===== config.mk =====
export PLATFORM = sky130hd
export DESIGN_NAME = mul_div_unit
export DESIGN_NICKNAME = d
export VERILOG_FILES = /design/src/rtl/mul_div_pkg.sv /design/src/rtl/mul_div_datapath.sv /design/src/rtl/mul_div_unit.sv
export SDC_FILE = /design/constraint.sdc
export NUM_CORES = 1
export LEC_CHECK = 0
export BUFFER_PORTS_ARGS = -buffer_cell sky130_fd_sc_hd__buf_2
export CAP_MARGIN = 40
export CORE_MARGIN = 3
export CORE_UTILIZATION = 42
export CTS_BUF_LIST = sky130_fd_sc_hd__clkbuf_2 sky130_fd_sc_hd__clkbuf_4 sky130_fd_sc_hd__clkbuf_8
export CTS_CLUSTER_DIAMETER = 80
export DETAILED_ROUTE_END_ITERATION = 6
export HOLD_SLACK_MARGIN = 0.15
export PLACE_DENSITY = 0.62
export SLEW_MARGIN = 20
export SYNTH_ARGS = -nofsm -noshare
export SYNTH_HDL_FRONTEND = slang
export SYNTH_SLANG_ARGS = --single-unit
export TNS_END_PERCENT = 20

===== constraint.sdc =====
create_clock -name clk -period 3.1 [get_ports clk]
set_clock_uncertainty 0.15 [all_clocks]
set_input_delay 0.155 -clock clk [delete_from_list [all_inputs] [get_ports clk]]
set_output_delay 0.155 -clock clk [all_outputs]
set_load 0.01 [all_outputs]

===== src/rtl/mul_div_pkg.sv =====
// Shared encodings and default widths for the iterative multiply/divide unit.
// Optional signed support in the unit is enabled by defining SIGNED_OPS_EN.
package mul_div_pkg;

    localparam int DATA_W_DEF     = 8;
    localparam int REG_ADDR_W_DEF = 3;

    localparam logic [1:0] OP_MUL_LO = 2'b00;
    localparam logic [1:0] OP_MUL_HI = 2'b01;
    localparam logic [1:0] OP_DIV    = 2'b10;
    localparam logic [1:0] OP_REM    = 2'b11;

    localparam logic [1:0] ST_IDLE = 2'd0;
    localparam logic [1:0] ST_RUN  = 2'd1;
    localparam logic [1:0] ST_DONE = 2'd2;

endpackage


===== src/rtl/mul_div_datapath.sv =====
// Shift-add multiplier / restoring divider sharing one hi:lo register pair.
// Operates on magnitudes; sign correction is applied in the final result mux.
module mul_div_datapath
    import mul_div_pkg::*;
#(
    parameter int DATA_W = DATA_W_DEF
) (
    input  logic              clk,
    input  logic              rst_n,
    input  logic              load,
    input  logic              step,
    input  logic [1:0]        op,
    input  logic              signed_op,
    input  logic [DATA_W-1:0] a,
    input  logic [DATA_W-1:0] b,
    output logic [DATA_W-1:0] final_result
);

    logic [DATA_W-1:0] hi, lo, opnd, dividend_q;
    logic [DATA_W-1:0] hi_n, lo_n, mag_a, mag_b;
    logic [DATA_W:0]   sum, rem_try;
    logic [1:0]        op_q;
    logic              neg_q, rem_neg_q, div_zero_q;

    assign mag_a = (signed_op && a[DATA_W-1]) ? -a : a;
    assign mag_b = (signed_op && b[DATA_W-1]) ? -b : b;

    // MUL: lo holds the multiplier and shifts right as the product fills hi:lo.
    // DIV: lo holds the dividend shifting left into hi, quotient bits enter lo[0].
    always_comb begin
        // NOTE: every combinational output gets a default first so no path infers a latch.
        hi_n    = hi;
        lo_n    = lo;
        sum     = '0;
        rem_try = '0;
        if (op_q[1]) begin
            rem_try = {hi, lo[DATA_W-1]};
            if (rem_try >= {1'b0, opnd}) begin
                hi_n = rem_try[DATA_W-1:0] - opnd;
                lo_n = {lo[DATA_W-2:0], 1'b1};
            end else begin
                hi_n = rem_try[DATA_W-1:0];
                lo_n = {lo[DATA_W-2:0], 1'b0};
            end
        end else begin
            sum  = {1'b0, hi} + (lo[0] ? {1'b0, opnd} : '0);
            hi_n = sum[DATA_W:1];
            lo_n = {sum[0], lo[DATA_W-1:1]};
        end
    end

    // Result is formed from the post-step values so it is ready on the final step edge.
    always_comb begin
        logic [2*DATA_W-1:0] prod;
        logic [DATA_W-1:0]   quo, rem;
        prod = {hi_n, lo_n};
        if (neg_q) prod = -prod;
        quo = neg_q ? -lo_n : lo_n;
        rem = rem_neg_q ? -hi_n : hi_n;
        final_result = '0;
        case (op_q)
            OP_MUL_LO: final_result = prod[DATA_W-1:0];
            OP_MUL_HI: final_result = prod[2*DATA_W-1:DATA_W];
            OP_DIV:    final_result = div_zero_q ? '1 : quo;
            OP_REM:    final_result = div_zero_q ? dividend_q : rem;
            default:   final_result = '0;
        endcase
    end

    always_ff @(posedge clk or negedge rst_n) begin
        // NOTE: sequential state uses non-blocking assignments so all registers update together.
        if (!rst_n) begin
            hi         <= '0;
            lo         <= '0;
            opnd       <= '0;
            dividend_q <= '0;
            op_q       <= OP_MUL_LO;
            neg_q      <= 1'b0;
            rem_neg_q  <= 1'b0;
            div_zero_q <= 1'b0;
        end else if (load) begin
            hi         <= '0;
            lo         <= mag_a;
            opnd       <= mag_b;
            dividend_q <= a;
            op_q       <= op;
            neg_q      <= signed_op && (a[DATA_W-1] ^ b[DATA_W-1]);
            rem_neg_q  <= signed_op && a[DATA_W-1];
            div_zero_q <= (b == '0);
        end else if (step) begin
            hi <= hi_n;
            lo <= lo_n;
        end
    end

endmodule


===== src/rtl/mul_div_unit.sv =====
// Iterative MUL/DIV/REM unit with register-file write-back handshake.
// Define SIGNED_OPS_EN to add the Signed_op input for two's-complement operation.
module mul_div_unit
    import mul_div_pkg::*;
#(
    parameter int DATA_W     = DATA_W_DEF,
    parameter int REG_ADDR_W = REG_ADDR_W_DEF
) (
    input  logic                  clk,
    input  logic                  Reset,
    input  logic                  Start,
    input  logic [1:0]            Op,
`ifdef SIGNED_OPS_EN
    input  logic                  Signed_op,
`endif
    input  logic [DATA_W-1:0]     Operand_a,
    input  logic [DATA_W-1:0]     Operand_b,
    input  logic [REG_ADDR_W-1:0] Dest_reg_num,
    output logic                  Busy,
    output logic                  Done,
    output logic [DATA_W-1:0]     Result,
    output logic                  RegWrite,
    output logic [REG_ADDR_W-1:0] Write_reg_num
);

    localparam int CNT_W = $clog2(DATA_W + 1);

    logic [1:0]            state;
    logic [CNT_W-1:0]      cnt;
    logic [REG_ADDR_W-1:0] dest_q;
    logic [DATA_W-1:0]     final_result;
    logic                  signed_sel, load, step, last_step;

`ifdef SIGNED_OPS_EN
    assign signed_sel = Signed_op;
`else
    assign signed_sel = 1'b0;
`endif

    assign load      = (state == ST_IDLE) && Start;
    assign step      = (state == ST_RUN);
    assign last_step = step && (cnt == CNT_W'(DATA_W - 1));
    assign Busy      = (state != ST_IDLE);
    assign Done      = (state == ST_DONE);
    assign RegWrite  = Done;

    mul_div_datapath #(.DATA_W(DATA_W)) u_datapath (
        .clk          (clk),
        .rst_n        (Reset),
        .load         (load),
        .step         (step),
        .op           (Op),
        .signed_op    (signed_sel),
        .a            (Operand_a),
        .b            (Operand_b),
        .final_result (final_result)
    );

    // Result/Write_reg_num are loaded only on the last RUN step and hold until the next completion.
    always_ff @(posedge clk or negedge Reset) begin
        if (!Reset) begin
            state         <= ST_IDLE;
            cnt           <= '0;
            dest_q        <= '0;
            Result        <= '0;
            Write_reg_num <= '0;
        end else begin
            case (state)
                ST_IDLE: begin
                    if (Start) begin
                        dest_q <= Dest_reg_num;
                        cnt    <= '0;
                        state  <= ST_RUN;
                    end
                end
                ST_RUN: begin
                    cnt <= cnt + 1'b1;
                    if (last_step) begin
                        Result        <= final_result;
                        Write_reg_num <= dest_q;
                        state         <= ST_DONE;
                    end
                end
                ST_DONE: state <= ST_IDLE;
                default: state <= ST_IDLE;
            endcase
        end
    end

endmodule


==> flow_metrics.tcl, run 1 <==
set metrics [dict create \
    outcome "finished clean" \
    dieWidth_um 97.1 \
    critPathSlowestCell "dfrtp_1" \
    clk_pin_slew_ns 0.11 \
    cts_buffers 5 \
    core_um2 7890 \
    n_antenna_cell 0 \
    rsz0062_at_grt "false" \
    grt_pass1_vias 3102 \
    ys_types 64 \
    drv_slew 0 \
    syn_to_final_growth_pct 17.8 \
    hpwl_um 6990 \
    vias_per_cell 5.56 \
    groute.usage.overall 0.208 \
    p_total_w 0.00503 \
    min_path_cells 5 \
    end_kind "flip-flop" \
    clock_sinks 55 \
    vias 3095 \
    setup_violations 0 \
    gp_congestion 0.869 \
    worst_ir_drop_vdd_uv 524 \
    port_buffers 37 \
    r2r_start "u_datapath.lo[0]" \
    synth_common_cells "nand2_1, dfrtp_1, o21ai_0" \
    synth_most_common_cell "nand2_1" \
    finalCritPeriodShare 0.925 \
    synth_sequential_area_ratio 0.395 \
    power.density_nw_per_um2 1220 \
    firstDrtPassIters 4 \
    hold_viol 0 \
    cp-start-kind "flip-flop" \
    fin_crit_ns 2.87 \
    insertion_delay_ns 0.32 \
    crit_required_ns 3.20 \
    grt_pass1_wl_um 16000 \
    leakagePower_nw 1.91 \
    max_stage_delay_ns 0.63 \
    r2r_slack_ns 0.23 \
    clock_path_buffers 2 \
    yosysTopAreaCell "dfrtp_1" \
    htreeDepth 2 \
    grt_overflow 0 \
    fin_tns_setup_ns 0 \
    tritoncts "yes" \
    worst_pin_slew_ns 0.747 \
    grt_max_degree 56 \
    hold-path-endpoint "u_datapath.lo[7]" \
    synth.area.top_cells "dfrtp_1, nand2_1, ha_1" \
    hp-start "Start" \
    syn_inst 398 \
    die_area_um2 9430 \
    fmax_mhz 349 \
    die_h_um 97.1 \
    drv_cap 0 \
    critPathKind "flip-flop to flip-flop" \
    synth-seq-cells 55 \
    drc_errors 0 \
    syn_nets 441 \
    yosysWarnings 0 \
    cts_resized 0 \
    layout-drive-gt1-share 0.174 \
    row_count 32 \
    nNetsFinal 497 \
    synthesis.area_um2 3480 \
    filler_cell_count 773 \
    boundaryPins 38 \
    synth_area_per_cell_um2 8.76 \
    synth_edf_count 0 \
    drtIter0Drc 188 \
    cts.root.buffer_cell "clkbuf_8" \
    slew_headroom 0.502 \
    wire_per_inst_um 17.3 \
    worstReg2RegEnd "Result[7]" \
    wl_um 9620 \
    synth_top_cell_area_share 0.395 \
    synth_ff_type "dfrtp_1" \
    antenna_found_initial 0 \
    reg2reg_depth 10 \
    postRouteAntennaNets 0 \
    start_util 0.442 \
    async_flop_share 1.00 \
    hold_class "input port to flip-flop" \
    cp_max_fo 11 \
    path_cells "and2_1 > ha_1 > inv_1 > fa_1 > nor2b_1 > o31a_1 > o311ai_0 > a21oi_1 > o221ai_1 > o21ai_0" \
    critical_path_arrival_ns 2.97 \
]
-- placed cells by master, fill, tap and decap left out, types with 10 or more instances in the layout --
master and instances:
a21oi_1 21, a31oi_1 11, and2_1 10, buf_2 37, buf_4 10, dfrtp_1 55, dlygate4sd3_1 22, ha_1 17
inv_1 18, mux2i_1 10, nand2_1 79, nand3_1 10, nor2_1 18, o211ai_1 12, o21ai_0 27
-- kinds of logic after synthesis --
| kind of cell | after synthesis | share of synthesized area |
|---|---|---|
| adder cells (fa/ha/maj) | 19 | 0.0725 |
| flip-flops | 55 | 0.395 |
| multiplexers | 11 | 0.0330 |
| XOR/XNOR | 7 | 0.0176 |
| AND/OR/NAND/NOR | 149 | 0.196 |
| AO/OA/AOI/OAI | 118 | 0.240 |
| buffers and inverters | 39 | 0.0460 |
-- flip-flops by register name, summed over array words and instances (netlist names) --
signal and flops:
Result 8, u_datapath.dividend_q 8, u_datapath.hi 8, u_datapath.lo 8, u_datapath.opnd 8, cnt 4
Write_reg_num 3, dest_q 3, state 2, u_datapath.op_q 2, u_datapath.div_zero_q 1
-- per-stage QoR --
stage	utilization	worst slack, ns	hold slack [ns]	area [µm²]	cells
2_1_floorplan	-	0.749	-0.291	3480	398
3_3_place_gp	0.478	0.281	0.197	3770	525
3_5_place_dp	0.481	0.273	0.202	3790	527
4_1_cts	0.521	0.282	0.198	4110	557
5_1_grt	0.521	0.0121	0.250	4110	557
6_report	0.521	0.231	0.206	4110	557
-- area by class of cell --
type,instances,area (µm²),share of cell area
multi-input combinational,304,1950,0.474
sequential,55,1380,0.335
timing repair buffer,70,495,0.121
tap,102,128,0.0311
clock buffer,5,68.8,0.0168
inverter,18,67.6,0.0165
clock inverter,3,22.5,0.00548
-- worst max path at each step --
stage | startpoint | endpoint | slack [ns] | cells past startpoint
CTS | u_datapath.lo[0] | Result[7] | 0.28 | 10
floorplan | u_datapath.lo[0] | Result[3] | 0.75 | 11
detailed placement | u_datapath.lo[0] | Result[7] | 0.27 | 10
global route | u_datapath.lo[0] | Result[7] | 0.01 | 10
finish | u_datapath.lo[0] | Result[7] | 0.23 | 10
global placement | u_datapath.lo[0] | Result[7] | 0.28 | 10
-- critical path: cells and delay by family, from the launching register on --
family	cells	cell delay, ns
AO/OA/AOI/OAI	5	1.00
flip-flops	1	0.63
adder cells (fa/ha/maj)	2	0.54
AND/OR/NAND/NOR	2	0.44
buffers and inverters	1	0.06
-- repair_timing --
| action | 4_1_cts | 5_1_grt |
|---|---|---|
| hold buffers | 22 | 0 |
| buffers inserted | 0 | 0 |
| endpoints found under the hold margin | 85 | 0 |
-- where the power goes --
part / switching, W / total (W) / internal, W / leakage [nW]
Clock: 0.000265 / 0.000430 / 0.000165 / 0.0489
Sequential: 0.000355 / 0.00141 / 0.00105 / 0.677
Combinational: 0.00182 / 0.00319 / 0.00137 / 1.18
-- metal layers --
layer,vias to the layer above,track usage,wire [µm]
li1,1522,-,-
met1,1515,0.298,4670
met2,54,0.338,4530
met3,4,0.0273,361
met4,0,0.0400,70
met5,-,0,0
Power figures use the tool's default switching activity.
==> inputs of run 2 (changes only) <==
--- a/config.mk
+++ b/config.mk
@@ -5,7 +5,7 @@
 export SDC_FILE = /design/constraint.sdc
 export NUM_CORES = 1
 export LEC_CHECK = 0
-export BUFFER_PORTS_ARGS = -buffer_cell sky130_fd_sc_hd__buf_2
+export BUFFER_PORTS_ARGS = -buffer_cell sky130_fd_sc_hd__buf_4
 export CAP_MARGIN = 40
 export CORE_MARGIN = 3
 export CORE_UTILIZATION = 42
==> flow_metrics.tcl, run 2 (same netlist as run 1, synthesis figures left out) <==
set metrics [dict create \
    outcome "finished clean" \
    cp_max_fo 11 \
    setup_violations 0 \
    grt_util_met2 0.314 \
    leakagePower_nw 1.91 \
    layout-drive-gt1-share 0.166 \
    dieWidth_um 97.1 \
    cts_buffers 5 \
    worst_ir_drop_vdd_uv 492 \
    hold_viol 0 \
    fmax_mhz 355 \
    grt_pass1_vias 2962 \
    htreeDepth 2 \
    vias 3056 \
    row_count 32 \
    post-cts-setup-buffers 0 \
    die_area_um2 9430 \
    grt_overflow 0 \
    syn_to_final_growth_pct 19.7 \
    drv_slew 0 \
    layout_common_cells "nand2_1, dfrtp_1, buf_4, o21ai_0, dlygate4sd3_1" \
    p_total_w 0.00503 \
    min_path_cells 4 \
    gr-usage-met1 0.298 \
    critPathKind "flip-flop to flip-flop" \
    nNetsFinal 493 \
    cp-start-kind "flip-flop" \
    groute.usage.overall 0.202 \
    grt_use_met3 0.0273 \
    postRouteAntennaNets 0 \
    critical_path_arrival_ns 2.91 \
    antenna_found_initial 0 \
    vias_per_cell 5.53 \
    core_um2 7890 \
    clock_path_buffers 2 \
    rsz0062_at_grt "false" \
    clk_pin_slew_ns 0.11 \
    drc_errors 0 \
    end_kind "flip-flop" \
    port_buffers 37 \
    insertion_delay_ns 0.32 \
    clock_sinks 55 \
    start_util 0.442 \
    die_h_um 97.1 \
    wl_um 9440 \
    filler_cell_count 724 \
    hpwl_um 6830 \
    drv_cap 0 \
    cts.root.buffer_cell "clkbuf_8" \
    boundaryPins 38 \
    fin_crit_ns 2.82 \
    crit_required_ns 3.19 \
    mostFrequentLayoutCell "nand2_1" \
    finalCritPeriodShare 0.908 \
    fin_tns_setup_ns 0 \
    slew_headroom 0.446 \
    busiest_layer "met2" \
    hold_class "input port to flip-flop" \
    gp_congestion 0.893 \
    worst_pin_slew_ns 0.828 \
    firstDrtPassIters 5 \
    r2r_slack_ns 0.28 \
    tritoncts "yes" \
    wire_per_inst_um 17.1 \
    n_antenna_cell 0 \
    grt_max_degree 56 \
    grt_pass1_wl_um 15500 \
    reg2reg_depth 10 \
    power.density_nw_per_um2 1210 \
    drtIter0Drc 170 \
]
-- run 2: layout make-up --
type / count / area, µm² / area share
inverters: 18 / 67.6 / 0.0162
flip-flops and latches: 55 / 1380 / 0.330
repair buffers: 66 / 554 / 0.133
multi-input cells: 304 / 1950 / 0.467
well taps: 102 / 128 / 0.0306
clock inverters: 2 / 16.3 / 0.00390
clock buffers: 6 / 82.6 / 0.0198
-- run 2: power by group --
part	switching, W	leakage, nW	total (W)	internal (W)
combinational	0.00179	1.19	0.00318	0.00139
sequential	0.000355	0.677	0.00141	0.00105
clock	0.000258	0.0474	0.000441	0.000183
-- run 2: path summary, 6_finish.rpt --
kind | startpoint | endpoint
worst min register to register | dest_q[0] | Write_reg_num[0]
worst max-delay path | u_datapath.lo[0] | Result[7]
worst min-delay path | Start | u_datapath.div_zero_q
worst max register to register | u_datapath.lo[0] | Result[7]
max in group asynchronous | Reset | u_datapath.opnd[0]
min in group asynchronous | Reset | cnt[2]
-- run 2: layer usage --
metal | vias up | wire, µm | share of wire
met4 | 0 | 141 | 0.015
met1 | 1449 | 4530 | 0.48
li1 | 1518 | - | -
met3 | 11 | 416 | 0.044
met2 | 78 | 4360 | 0.46
met5 | - | 0 | 0
-- run 2: timing repair --
item	in CTS	in global routing
resized for setup	0	0
hold buffers	22	0
endpoints found under the hold margin	85	0
endpoints found under the setup margin	0	0
-- run 2: worst max-delay path: stages (launching register included) --
cell and delay (ns):
dfrtp_1 0.60, and2_1 0.19, ha_1 0.16, inv_1 0.06, fa_1 0.38, nor2b_1 0.21, o31a_1 0.26, o311ai_0 0.17
a21oi_1 0.25, o221ai_1 0.15, o21ai_0 0.16
-- run 2: stage by stage --
| stage | cells | setup WS [ns] | cell area [µm²] | hold slack [ns] | utilization |
|---|---|---|---|---|---|
| after floorplan | 398 | 0.749 | 3480 | -0.291 | - |
| after global placement | 522 | 0.312 | 3840 | 0.120 | 0.487 |
| after detailed placement | 523 | 0.341 | 3850 | 0.115 | 0.489 |
| after CTS | 553 | 0.298 | 4170 | 0.247 | 0.529 |
| after global routing | 553 | 0.0633 | 4170 | 0.287 | 0.529 |
| final | 553 | 0.285 | 4170 | 0.258 | 0.529 |
==> inputs of run 3 (changes only) <==
--- a/config.mk
+++ b/config.mk
@@ -7,6 +7,7 @@
 export LEC_CHECK = 0
 export BUFFER_PORTS_ARGS = -buffer_cell sky130_fd_sc_hd__buf_4
 export CAP_MARGIN = 40
+export CORE_ASPECT_RATIO = 0.6
 export CORE_MARGIN = 3
 export CORE_UTILIZATION = 42
 export CTS_BUF_LIST = sky130_fd_sc_hd__clkbuf_2 sky130_fd_sc_hd__clkbuf_4 sky130_fd_sc_hd__clkbuf_8
@@ -14,6 +15,7 @@
 export DETAILED_ROUTE_END_ITERATION = 6
 export HOLD_SLACK_MARGIN = 0.15
 export PLACE_DENSITY = 0.62
+export RECOVER_POWER = 50
 export SLEW_MARGIN = 20
 export SYNTH_ARGS = -nofsm -noshare
 export SYNTH_HDL_FRONTEND = slang
==> flow_metrics.tcl, run 3 (same netlist as run 1, synthesis figures left out) <==
set metrics [dict create \
    wire_per_inst_um 17.6 \
    fmax_mhz 357 \
    insertion_delay_ns 0.34 \
    die_h_um 76.6 \
    end_kind "flip-flop" \
    critical_path_arrival_ns 2.92 \
    layout-drive-gt1-share 0.155 \
    fin_tns_setup_ns 0 \
    wl_um 9860 \
    filler_cell_count 759 \
    drc_errors 0 \
    setup_violations 0 \
    p_total_w 0.00515 \
    nNetsFinal 495 \
    groute.usage.overall 0.216 \
    port_buffers 37 \
    postRouteAntennaNets 0 \
    n_antenna_cell 0 \
    hold_class "input port to flip-flop" \
    start_util 0.437 \
    grt_pass1_wl_um 15800 \
    firstDrtPassIters 5 \
    power.density_nw_per_um2 1230 \
    worst_pin_slew_ns 1.40 \
    gp_congestion 0.950 \
    boundaryPins 38 \
    outcome "finished clean" \
    tritoncts "yes" \
    cts_resized 0 \
    hold_viol 0 \
    rsz0062_at_grt "false" \
    hpwl_um 7220 \
    core_um2 7980 \
    holdWs_ns 0.174 \
    drtIter0Drc 330 \
    clock_path_buffers 2 \
    clock_sinks 55 \
    htreeDepth 2 \
    die_area_um2 9460 \
    dp_cells 531 \
    fin_area_um2 4180 \
    mostFrequentLayoutCell "nand2_1" \
    placed_area_um2 3880 \
    leakagePower_nw 1.91 \
    row_count 25 \
    grt_max_degree 56 \
    vias 3158 \
    drv_slew 0 \
    grt_pass1_vias 2952 \
    syn_to_final_growth_pct 20.1 \
    cts.root.buffer_cell "clkbuf_8" \
    layout_common_cells "nand2_1, dfrtp_1, buf_4, o21ai_0, dlygate4sd3_1" \
    fin_crit_ns 2.80 \
    seqCellArea_um2 1380 \
    cp_max_fo 11 \
    grt_overflow 0 \
    fin_cells 561 \
    dieWidth_um 124 \
    cts_buffers 5 \
    clk_pin_slew_ns 0.11 \
    critPathKind "flip-flop to flip-flop" \
    postCtsHoldBufs 22 \
    drv_cap 0 \
    antenna_found_initial 0 \
    post-cts-setup-buffers 0 \
    finalCritPeriodShare 0.904 \
    slew_headroom 0.0645 \
    multi_input_area_um2 1950 \
    cp-start-kind "flip-flop" \
    worst_ir_drop_vdd_uv 421 \
    crit_required_ns 3.22 \
    vias_per_cell 5.63 \
]
-- run 3: changes by cell type in the layout (fill, tap and decap cells not counted) --
cell        before  now
clkbuf_2         0    1
buf_6            1    0
buf_8            0    1
clkinvlp_4       1    0
clkbuf_1         0    7
clkinv_2         0    1
buf_4           43   37
bufinv_16        0    1
clkbuf_8         6    5
-- run 3: path summary, 6_finish.rpt --
path	from	to	slack, ns	cells after the start
setup / recovery	u_datapath.lo[0]	Result[7]	0.30	10
hold / removal	Start	u_datapath.lo[7]	0.17	5
setup reg to reg	u_datapath.lo[0]	Result[7]	0.30	10
hold reg to reg	u_datapath.dividend_q[0]	u_datapath.dividend_q[0]	0.34	2
max in group asynchronous	Reset	u_datapath.opnd[3]	1.43	2
min in group asynchronous	Reset	dest_q[0]	0.51	2
-- run 3: cell type report --
| class | instances | share of cell area |
|---|---|---|
| sequential | 55 | 0.329 |
| clock inverter | 3 | 0.0105 |
| timing repair buffer | 68 | 0.130 |
| clock buffer | 5 | 0.0164 |
| tap | 108 | 0.0323 |
| inverter | 18 | 0.0161 |
| multi-input combinational | 304 | 0.466 |
-- run 3: worst max-delay path, stage by stage, from the launching register on --
cell and delay [ns]:
dfrtp_1 0.57, and2_1 0.19, ha_1 0.16, inv_1 0.06, fa_1 0.39, nor2b_1 0.24
o31a_1 0.24, o311ai_0 0.19, a21oi_1 0.25, o221ai_1 0.14, o21ai_0 0.15
-- run 3: through the flow --
stage | utilization | setup WS (ns)
after global placement | 0.484 | 0.391
after global routing | 0.525 | 0.0824
after CTS | 0.528 | 0.323
after floorplan | - | 0.749
final | 0.525 | 0.296
after detailed placement | 0.486 | 0.355
-- run 3: metal layers --
metal / routed length, µm / vias to the layer above / global-route usage
met4: 110 / 0 / 0.0530
met5: 0 / - / 0
met3: 704 / 11 / 0.0408
met1: 5200 / 1520 / 0.359
li1: - / 1517 / -
met2: 3850 / 110 / 0.278
-- run 3: power breakdown --
part           leakage, nW  internal [W]  total [W]  switching (W)
Combinational         1.17       0.00138    0.00324        0.00185
Sequential           0.677       0.00106    0.00139       0.000339
Clock               0.0581      0.000241   0.000517       0.000276
